$ cat src/rtl/rom_scan_counter.sv
// rom_scan_counter: sweeps every ROM address once per start and reports
// the number of non-zero entries and the sum of all entries.
module rom_scan_counter #(
    parameter int SIZE  = 8,
    parameter int CNT_W = SIZE + 1,
    parameter int SUM_W = 2 * SIZE
) (
    input  logic             clk,
    input  logic             rst,
    input  logic             start,
    output logic [SIZE-1:0]  rom_addr,
    input  logic [SIZE-1:0]  rom_data,
    output logic             busy,
    output logic             done,
    output logic [CNT_W-1:0] count,
    output logic [SUM_W-1:0] sum
);
    typedef enum logic [1:0] {IDLE, SCAN, DONE} state_t;
    localparam logic [SIZE-1:0] LAST = '1;
    state_t state;
    logic   last;
    assign last = rom_addr == LAST;
    // rom_addr is registered, so rom_data is stable for the whole cycle it is sampled in
    always_ff @(posedge clk or posedge rst) begin
        if (rst) begin
            state    <= IDLE;
            rom_addr <= '0;
            busy     <= 1'b0;
            done     <= 1'b0;
            count    <= '0;
            sum      <= '0;
        end else begin
            case (state)
                IDLE: if (start) begin
                    state    <= SCAN;
                    busy     <= 1'b1;
                    rom_addr <= '0;
                    count    <= '0;
                    sum      <= '0;
                end
                SCAN: begin
                    count    <= count + CNT_W'(rom_data != '0);
                    sum      <= sum + SUM_W'(rom_data);
                    rom_addr <= last ? rom_addr : rom_addr + SIZE'(1);
                    state    <= last ? DONE : SCAN;
                    busy     <= !last;
                    done     <= last;
                end
                DONE: begin
                    done  <= 1'b0;
                    state <= IDLE;
                end
                default: state <= IDLE;
            endcase
        end
    end
endmodule

$ cat config.mk
export PLATFORM = sky130hd
export DESIGN_NAME = rom_scan_counter
export DESIGN_NICKNAME = d
export VERILOG_FILES = /design/src/rtl/rom_scan_counter.sv
export SDC_FILE = /design/constraint.sdc
export NUM_CORES = 1
export LEC_CHECK = 0
export BUFFER_PORTS_ARGS = -buffer_cell sky130_fd_sc_hd__buf_2
export CAP_MARGIN = 10
export CORE_ASPECT_RATIO = 1.4
export CORE_MARGIN = 8
export CORE_UTILIZATION = 38
export CTS_BUF_LIST = sky130_fd_sc_hd__clkbuf_4 sky130_fd_sc_hd__clkbuf_8 sky130_fd_sc_hd__clkbuf_16
export CTS_CLUSTER_DIAMETER = 120
export DETAILED_ROUTE_END_ITERATION = 8
export HOLD_SLACK_MARGIN = 0.05
export PLACE_DENSITY = 0.6
export SLEW_MARGIN = 20
export SYNTH_ARGS = -nofsm -noshare
export SYNTH_HDL_FRONTEND = slang
export SYNTH_SLANG_ARGS = --single-unit
export TNS_END_PERCENT = 50
$ cat constraint.sdc
create_clock -name clk -period 5.9 [get_ports clk]
set_clock_uncertainty 0.05 [all_clocks]
set_input_delay 0.295 -clock clk [delete_from_list [all_inputs] [get_ports clk]]
set_output_delay 0.295 -clock clk [all_outputs]
set_load 0.02 [all_outputs]
**After elaboration in Yosys (flattened, before gate mapping)**

Index checks and enable logic that the tools add are counted.

- Bits in registers: 37
- Input port bits: 11
- Output and inout bits: 35
- Logic and storage cells: 34

- $add $sub $neg: 3
- Eq/ne operators: 5
- Muxes and demuxes: 13
- Reduce and logical (&&, ||, !) cells: 7

Operators by type and width:

| kind | count |
|---|---|
| $pmux W16 S2 | 1 |
| $pmux W9 S2 | 1 |
| $add A16 B8 Y16 | 1 |
| $mux W16 | 1 |
| $mux W8 | 2 |
| $pmux W8 S2 | 1 |
| $add A9 B1 Y9 | 1 |
| $mux W9 | 1 |
| $add A8 B1 Y8 const B | 1 |
| $eq A8 B8 Y1 const B | 1 |
| $reduce_bool A8 Y1 | 1 |
| $mux W2 | 2 |
| $ne A2 B2 Y1 const B | 2 |
| $pmux W1 S2 | 2 |
| $pmux W2 S2 | 1 |
| $reduce_bool A2 Y1 | 2 |
| $reduce_and A3 Y1 | 1 |
| $eq A2 B1 Y1 const B | 1 |
| $eq A2 B2 Y1 const B | 1 |
| $logic_not A2 Y1 | 1 |
| $reduce_and A2 Y1 | 1 |
| $logic_not A1 Y1 | 1 |
| $mux W1 | 1 |

**Logic depth before layout (Yosys ltp)**

Gate-level depths: netlist (run 1).

- Depth in word-level cells: 3
- Mapped depth: 9

**Least setup slack after synthesis (run 1)**

No wires, ideal clock.

- Kind: register to register
- Start: register sum[0]
- End: register sum[10]
- Data arrival time: 2.053 ns
- Required time: 5.781 ns
- Path slack: 3.727 ns
- Stages on the path, launching flop included: 10
- Path through: dfrtp_1 > ha_1 > inv_1 > fa_1 > nor2b_1 > o2111ai_1 > nand3_1 > nand2_1 > or4_1 > nand3_1

- Word-level cells in the longest chain between the ends: 2

Ends and longest elaborated chain:

| what | RTL line | text |
|---|---|---|
| from (decl) | 16 | `output logic [SUM_W-1:0] sum` |
| from (signal assigned) | 43 | `sum <= sum + SUM_W'(rom_data);` |
| $add A16 B8 Y16 | 43 |  |
| $pmux W16 S2 | 33 | `case (state)` |

No other way between the ends.
A chain may end at the register's enable or synchronous reset.

**Worst setup path in the final report (run 1)**

- Start: register state[1]
- End: register rom_addr[0]

- Word-level cells in the longest chain between the ends: 3

Ends and longest elaborated chain:

| what | RTL line | text |
|---|---|---|
| from (decl) | 20 | `state_t state;` |
| from (signal assigned) | 45 | `state <= last ? DONE : SCAN;` |
| $eq A2 B1 Y1 or $logic_not A2 Y1 (tied branches) | 33 |  |
| $ne A2 B2 Y1 (no source line) or $reduce_bool A2 Y1 (tied branches) | n/a |  |
| $reduce_and A3 Y1 (no source line) | n/a |  |
| to (signal assigned) | 44 | `rom_addr <= last ? rom_addr : rom_addr + SIZE'(1);` |
| to (decl) | 11 | `output logic [SIZE-1:0] rom_addr,` |

Several ways; a longest one is shown, not always the timed one.

==> results.json, run 1 <==
{
  "h-tree-depth": 2,
  "drt_first_pass_iters": 4,
  "initial_core_util": 0.390,
  "cts-resized-gates": 0,
  "ys.flop_type": "dfrtp_1",
  "num_antenna_cells": 0,
  "max_cap_viol_count": 0,
  "synth_top_area_frac": 0.432,
  "r2r-start": "state[1]",
  "synth_top_cell_by_area": "dfrtp_1",
  "multi_input_area_um2": 1150,
  "max_freq_mhz": 388,
  "dr_wl_met2_um": 2670,
  "io_buffers": 45,
  "yosys_warnings": 0,
  "ir_drop_v": 0.000234,
  "ctsLongestPathBuffers": 2,
  "drc_errors": 0,
  "reg2reg_depth": 7,
  "r2r-end": "rom_addr[0]",
  "dp_hpwl_um": 3920,
  "cp.buffers_inverters": 1,
  "synthTopCellsByArea": "dfrtp_1 43%, ha_1 8.2%, o21ai_0 4.9%",
  "syn_avg_cell_area_um2": 9.35,
  "track_usage": 0.132,
  "via_per_inst": 5.26,
  "rsz0062_at_grt": "false",
  "routed.top_layer": "met4",
  "power.static_leakage_nw": 1.24,
  "arrival_ns": 2.71,
  "chipHeight_um": 105,
  "cp-start-kind": "flop",
  "maxSlewViolCount": 0,
  "antenna_found_initial": 0,
  "end_kind": "flop",
  "critPathMaxFanout": 21,
  "seq_area_frac_synth": 0.432,
  "crit_type": "reg2reg",
  "cts.reportedPaths.clkPinSlew_ns": 0.08,
  "ys_ff_latch": 37,
  "synth-edff-count": 0,
  "clkSinkCount": 37,
  "synthArstFlopShare": 1.00,
  "wl_um": 5180,
  "slew_headroom": 0.322,
  "syn2layout_area_growth_pct": 20.0,
  "final.setup.worst_slack_ns": 3.33,
  "cpLargestDelayFamily": "simple AND/OR/NAND/NOR gates",
  "initialDrtViolationCount": 71,
  "p_per_area_nw_per_um2": 450,
  "syn_inst": 229,
  "period_needed_ns": 2.58,
  "die_w_um": 79.4,
  "cts_hold_buf": 0,
  "r2r_setup_slack_ns": 3.33,
  "regArea_um2": 926,
  "drive_above_1_share": 0.227,
  "status": "finished, final reports clean",
  "worst_pin_slew_ns": 1.01,
  "num_io_pins": 46,
  "worst-path-stages": 7,
  "crit_required_ns": 6.03,
  "row_count": 32,
  "ant_nets": 0,
  "cp_common_cell": "nor2_1",
  "cts_tree": "done",
  "coreArea_um2": 5490,
  "wl_per_cell_um": 15.0,
  "setup_viol": 0,
  "cts_buffers": 5,
  "fill_cells": 558,
  "synth_common_cells": "37 x dfrtp_1, 25 x nand2_1, 24 x nor2_1",
  "max_stage_delay_ns": 0.86,
  "grt_overflow": 0,
  "synth_fp_nets": 255,
  "hold_viol": 0,
  "wl_met3_um": 273,
  "setup_tns_ns": 0,
  "gp_congestion": 0.838,
  "cts_setup_buffers": 0,
  "grt_pass1_wl_um": 9020,
  "yosysUniqueCellTypes": 49,
  "synth_area_um2": 2140,
  "nets": 303,
  "path_cells": "inv_1 > ha_1 > o21ai_2 > nor2_1 > nor2_1 > o21ai_0 > nor2_1",
  "grt_pass1_vias": 1944,
  "wirelength_met1_um": 2160,
  "crit_path_top_delay_cell": "nor2_1",
  "clk_root_buffer_cell": "clkbuf_8",
  "min_path_type": "in2async",
  "period_share": 0.436,
  "preCtsSetupSlack_ns": 3.30,
  "yosysMostFrequentCell": "dfrtp_1",
  "via_count": 1819,
  "grt_max_degree": 38,
  "die_area_um2": 8330,
  "clock_latency_ns": 0.29
}
-- tightest hold or removal path, cell delays in order --
cell	delay (ns)
buf_2	0.10
inv_1	0.04
buf_4	0.40
-- worst max-delay path by stage --
stage          startpoint          end  slack, ns
3_5_place_dp     state[1]  rom_addr[0]       3.30
6_report         state[1]  rom_addr[0]       3.33
3_3_place_gp     state[1]  rom_addr[0]       3.35
2_1_floorplan      sum[0]      sum[10]       3.73
5_1_grt          state[1]  rom_addr[0]       3.03
4_1_cts          state[1]  rom_addr[0]       3.26
-- metrics by stage --
step	hold slack, ns	cell area (um2)	utilization	power, W	instances
floorplan	0.421	2140	-	0.000754	229
global placement	0.390	2440	0.444	0.000898	338
detailed placement	0.392	2440	0.444	0.000905	338
CTS	0.0709	2570	0.469	0.00117	346
global route	0.0992	2570	0.469	0.00124	346
finish	0.0379	2570	0.469	0.00116	346
-- cells in the final DEF, fill, tap and decap left out, drive strengths merged, types with 2 or more instances in the layout --
cell type  synthesis  final
o31ai              2      2
buf                3     46
nand2             25     25
a21oi             16     16
mux2i              2      2
inv               10     10
nor2              26     26
a31oi              2      2
and3               2      2
nand4              6      6
nand2b             3      3
xor2               8      8
nor3               2      2
nor4               2      2
o21ai             22     22
ha                14     14
nand3              5      5
clkbuf             2      5
a21o               2      2
a211oi             2      2
xnor2              3      3
o22ai              4      4
bufinv             0      2
dfrtp             37     37
or3                6      6
a22o               5      5
-- where the power goes --
part	internal (W)	total [W]	switching (W)
registers	0.000325	0.000399	0.0000737
logic	0.000205	0.000495	0.000290
clock network	0.000168	0.000264	0.0000958
total	0.000698	0.00116	0.000460
-- sequential cells by signal, summed over array words and instances, names as in the netlist --
signal,cells
sum,16
count,9
rom_addr,8
state,2
done,1
busy,1
-- logic make-up (layout without fill, tap and decap cells) --
family | Yosys count | count (layout) | synth area share
and+or+nand+nor | 82 | 82 | 0.193
AOI/OAI and AO/OA | 66 | 66 | 0.195
DFF | 37 | 37 | 0.432
adders and majority gates | 15 | 15 | 0.0912
buffers and inverters | 15 | 64 | 0.0281
xor gates and xnor gates | 11 | 11 | 0.0450
muxes | 3 | 3 | 0.0146
-- layer usage --
| metal | GRT usage | vias to the layer above |
|---|---|---|
| li1 | - | 924 |
| met1 | 0.147 | 853 |
| met2 | 0.230 | 35 |
| met3 | 0.0395 | 7 |
| met4 | 0.0452 | 0 |
| met5 | 0 | - |
-- layout make-up --
class	instances	share of cell area
Inverter	10	0.0146
Multi-Input combinational cell	177	0.449
Tap cell	68	0.0331
Clock inverter	3	0.0253
Sequential cell	37	0.360
Timing Repair Buffer	46	0.0906
Clock buffer	5	0.0268
Note: power is estimated with default switching activity, not from simulation.
==> inputs of run 2 (changes only) <==
--- a/config.mk
+++ b/config.mk
@@ -5,6 +5,7 @@
 export SDC_FILE = /design/constraint.sdc
 export NUM_CORES = 1
 export LEC_CHECK = 0
+export ABC_AREA = 1
 export BUFFER_PORTS_ARGS = -buffer_cell sky130_fd_sc_hd__buf_2
 export CAP_MARGIN = 10
 export CORE_ASPECT_RATIO = 1.4
@@ -14,7 +15,7 @@
 export CTS_CLUSTER_DIAMETER = 120
 export DETAILED_ROUTE_END_ITERATION = 8
 export HOLD_SLACK_MARGIN = 0.05
-export PLACE_DENSITY = 0.6
+export PLACE_DENSITY = 0.62
 export SLEW_MARGIN = 20
 export SYNTH_ARGS = -nofsm -noshare
 export SYNTH_HDL_FRONTEND = slang
==> constraint.sdc (replaced) <==
create_clock -name clk -period 2.33 [get_ports clk]
set_clock_uncertainty 0.05 [all_clocks]
set_input_delay 0.1165 -clock clk [delete_from_list [all_inputs] [get_ports clk]]
set_output_delay 0.1165 -clock clk [all_outputs]
set_load 0.02 [all_outputs]
==> run 2 against run 1 <==
Utilization decreased by 0.98 points. Sequential share of layout area decreased by 3.1 points. Critical path type unchanged. Clock power increased by 130%. Sequential cell count unchanged. Global-route usage increased by 1.3 points. Count of clock-buffer cells in the layout increased by 1. Worst setup slack got worse by 3.0 ns. Hold slack improved by 0.11 ns. Cell count increased by 29%. Highest routed layer unchanged. First-iteration DRC count increased by 90%. Register-to-register slack got worse by 3.0 ns.
==> results.json, run 2 <==
{
  "crit_path_top_delay_cell": "dfrtp_1",
  "yosysMostFrequentCell": "nand2_1",
  "nets": 400,
  "grt_max_degree": 38,
  "cpLargestDelayFamily": "simple AND/OR/NAND/NOR gates",
  "syn_inst": 321,
  "via_count": 2213,
  "largest_reg_flops": 16,
  "p_per_area_nw_per_um2": 1260,
  "hold_viol": 0,
  "synth_xor_area_frac": 0.0111,
  "grt_overflow": 0,
  "synthTopCellsByArea": "dfrtp_1 39%, nand2_1 16%, ha_1 7.4%",
  "arrival_ns": 2.15,
  "path_cells": "inv_1 > ha_1 > inv_2 > nand2_1 > nand2_2 > nor2_1 > nand4_1 > o21ai_0 > a21oi_1",
  "wl_per_cell_um": 13.6,
  "io_buffers": 45,
  "yosys_warnings": 0,
  "synth_top_area_frac": 0.392,
  "grt_pass1_wl_um": 10400,
  "clk_root_buffer_cell": "clkbuf_8",
  "h-tree-depth": 2,
  "total_power_w": 0.00355,
  "max_cap_viol_count": 0,
  "clock_latency_ns": 0.29,
  "synth_top_family_by_area": "simple AND/OR/NAND/NOR gates",
  "synth-edff-count": 0,
  "cp-start-kind": "flop",
  "period_share": 0.870,
  "ant_nets": 0,
  "track_usage": 0.146,
  "gp_congestion": 0.804,
  "num_io_pins": 46,
  "yosysUniqueCellTypes": 36,
  "chipHeight_um": 109,
  "num_antenna_cells": 0,
  "synth_top_cell_by_area": "dfrtp_1",
  "ctsLongestPathBuffers": 2,
  "final_cells": 447,
  "setup_viol": 0,
  "antenna_found_initial": 0,
  "synthMuxAreaShare": 0,
  "power.static_leakage_nw": 1.55,
  "syn2layout_area_growth_pct": 18.8,
  "syn_avg_cell_area_um2": 7.37,
  "die_w_um": 82.7,
  "ir_drop_v": 0.000618,
  "critPathMaxFanout": 17,
  "dp_hpwl_um": 4690,
  "synth_fp_nets": 347,
  "coreArea_um2": 6130,
  "initialDrtViolationCount": 135,
  "cts.reportedPaths.clkPinSlew_ns": 0.08,
  "hold-worst-slack_ns": 0.148,
  "crit_required_ns": 2.46,
  "rsz0062_at_grt": "false",
  "final_cell_mix": "99 x nand2_1, 45 x buf_2, 37 x inv_1, 37 x dfrtp_1",
  "slew_headroom": 0.662,
  "ys.flop_type": "dfrtp_1",
  "fill_cells": 644,
  "initial_core_util": 0.386,
  "synth-compound-area-share": 0.106,
  "clkSinkCount": 37,
  "wl_um": 6090,
  "maxSlewViolCount": 0,
  "drive_above_1_share": 0.203,
  "largest-register": "sum",
  "grt_pass1_vias": 2294,
  "via_per_inst": 4.95,
  "seq_area_frac_synth": 0.392,
  "cts_setup_buffers": 0,
  "final_common_cell": "nand2_1",
  "synthAdderAreaFrac": 0.0825,
  "synth_common_cells": "99 x nand2_1, 37 x dfrtp_1, 37 x inv_1",
  "min_path_type": "in2reg",
  "period_needed_ns": 2.03,
  "cp.buffers_inverters": 2,
  "max_freq_mhz": 493,
  "die_area_um2": 9040,
  "synthArstFlopShare": 1.00,
  "synth_area_um2": 2360,
  "worst_pin_slew_ns": 0.506,
  "status": "finished, final reports clean",
  "cts_tree": "done",
  "cts_buffers": 5,
  "crit_type": "reg2reg",
  "max_stage_delay_ns": 0.39,
  "cts-resized-gates": 0,
  "end_kind": "flop",
  "ys_ff_latch": 37,
  "yosys.area_share.simple": 0.331,
  "cts_hold_buf": 1,
  "setup_tns_ns": 0,
  "drt_first_pass_iters": 5,
  "placed_cells": 438,
  "row_count": 34,
  "top_regs": "sum: 16 flops, count: 9 flops, rom_addr: 8 flops",
  "drc_errors": 0
}
run 2: cell count changes in the layout (fill, tap and decap cells not counted), moves of 6 or more:
cell	before	now
o21ai_0	21	11
nand2_1	25	99
inv_1	10	37
or3_1	6	0
nand3_1	5	27
nor3_1	1	7
run 2: worst paths after layout:
check	start	to	slack, ns	cells after the start
worst max-delay path	state[1]	count[7]	0.30	9
worst min-delay path	rom_data[0]	sum[0]	0.15	3
worst max register to register	state[1]	count[7]	0.30	9
worst min register to register	busy	busy	0.43	2
max in group asynchronous	rst	count[5]	1.44	4
min in group asynchronous	rst	sum[9]	0.42	4
run 2: logic make-up after synthesis:
logic type,after synthesis
and+or+nand+nor,179
buffers and inverters,45
AOI/OAI and AO/OA,42
DFF,37
adders and majority gates,15
xor gates and xnor gates,3
run 2: final cells by class:
class                      instances  area, um2  share of cell area
inverter                          42        163              0.0579
clock buffer                       6       82.6              0.0294
clock inverter                     2       37.5              0.0134
multi-input combinational        239       1250               0.446
tap                               72       90.1              0.0321
timing repair buffer              49        258              0.0917
sequential                        37        926               0.329
run 2: worst min-delay path, stage by stage:
cell,delay (ns)
buf_2,0.09
ha_1,0.12
a22o_1,0.12
run 2: report_power, final:
group          switching [W]  internal, W  leakage [nW]
clock               0.000251     0.000348        0.0574
sequential          0.000255     0.000881         0.458
combinational        0.00118     0.000641          1.03
total                0.00168      0.00187          1.55
run 2: per-stage QoR:
step | area (um2) | utilization | worst slack (ns)
after global routing | 2810 | 0.459 | 0.0348
after detailed placement | 2680 | 0.438 | 0.292
after global placement | 2680 | 0.438 | 0.377
after floorplan | 2360 | - | 0.479
final | 2810 | 0.459 | 0.304
after CTS | 2810 | 0.459 | 0.266
run 2: per-layer routing:
layer / vias to the layer above / track usage / part of all wire
met5: - / 0 / 0
met1: 1029 / 0.157 / 0.41
met4: 0 / 0.0458 / 0.014
li1: 1140 / - / -
met2: 36 / 0.269 / 0.53
met3: 8 / 0.0327 / 0.043
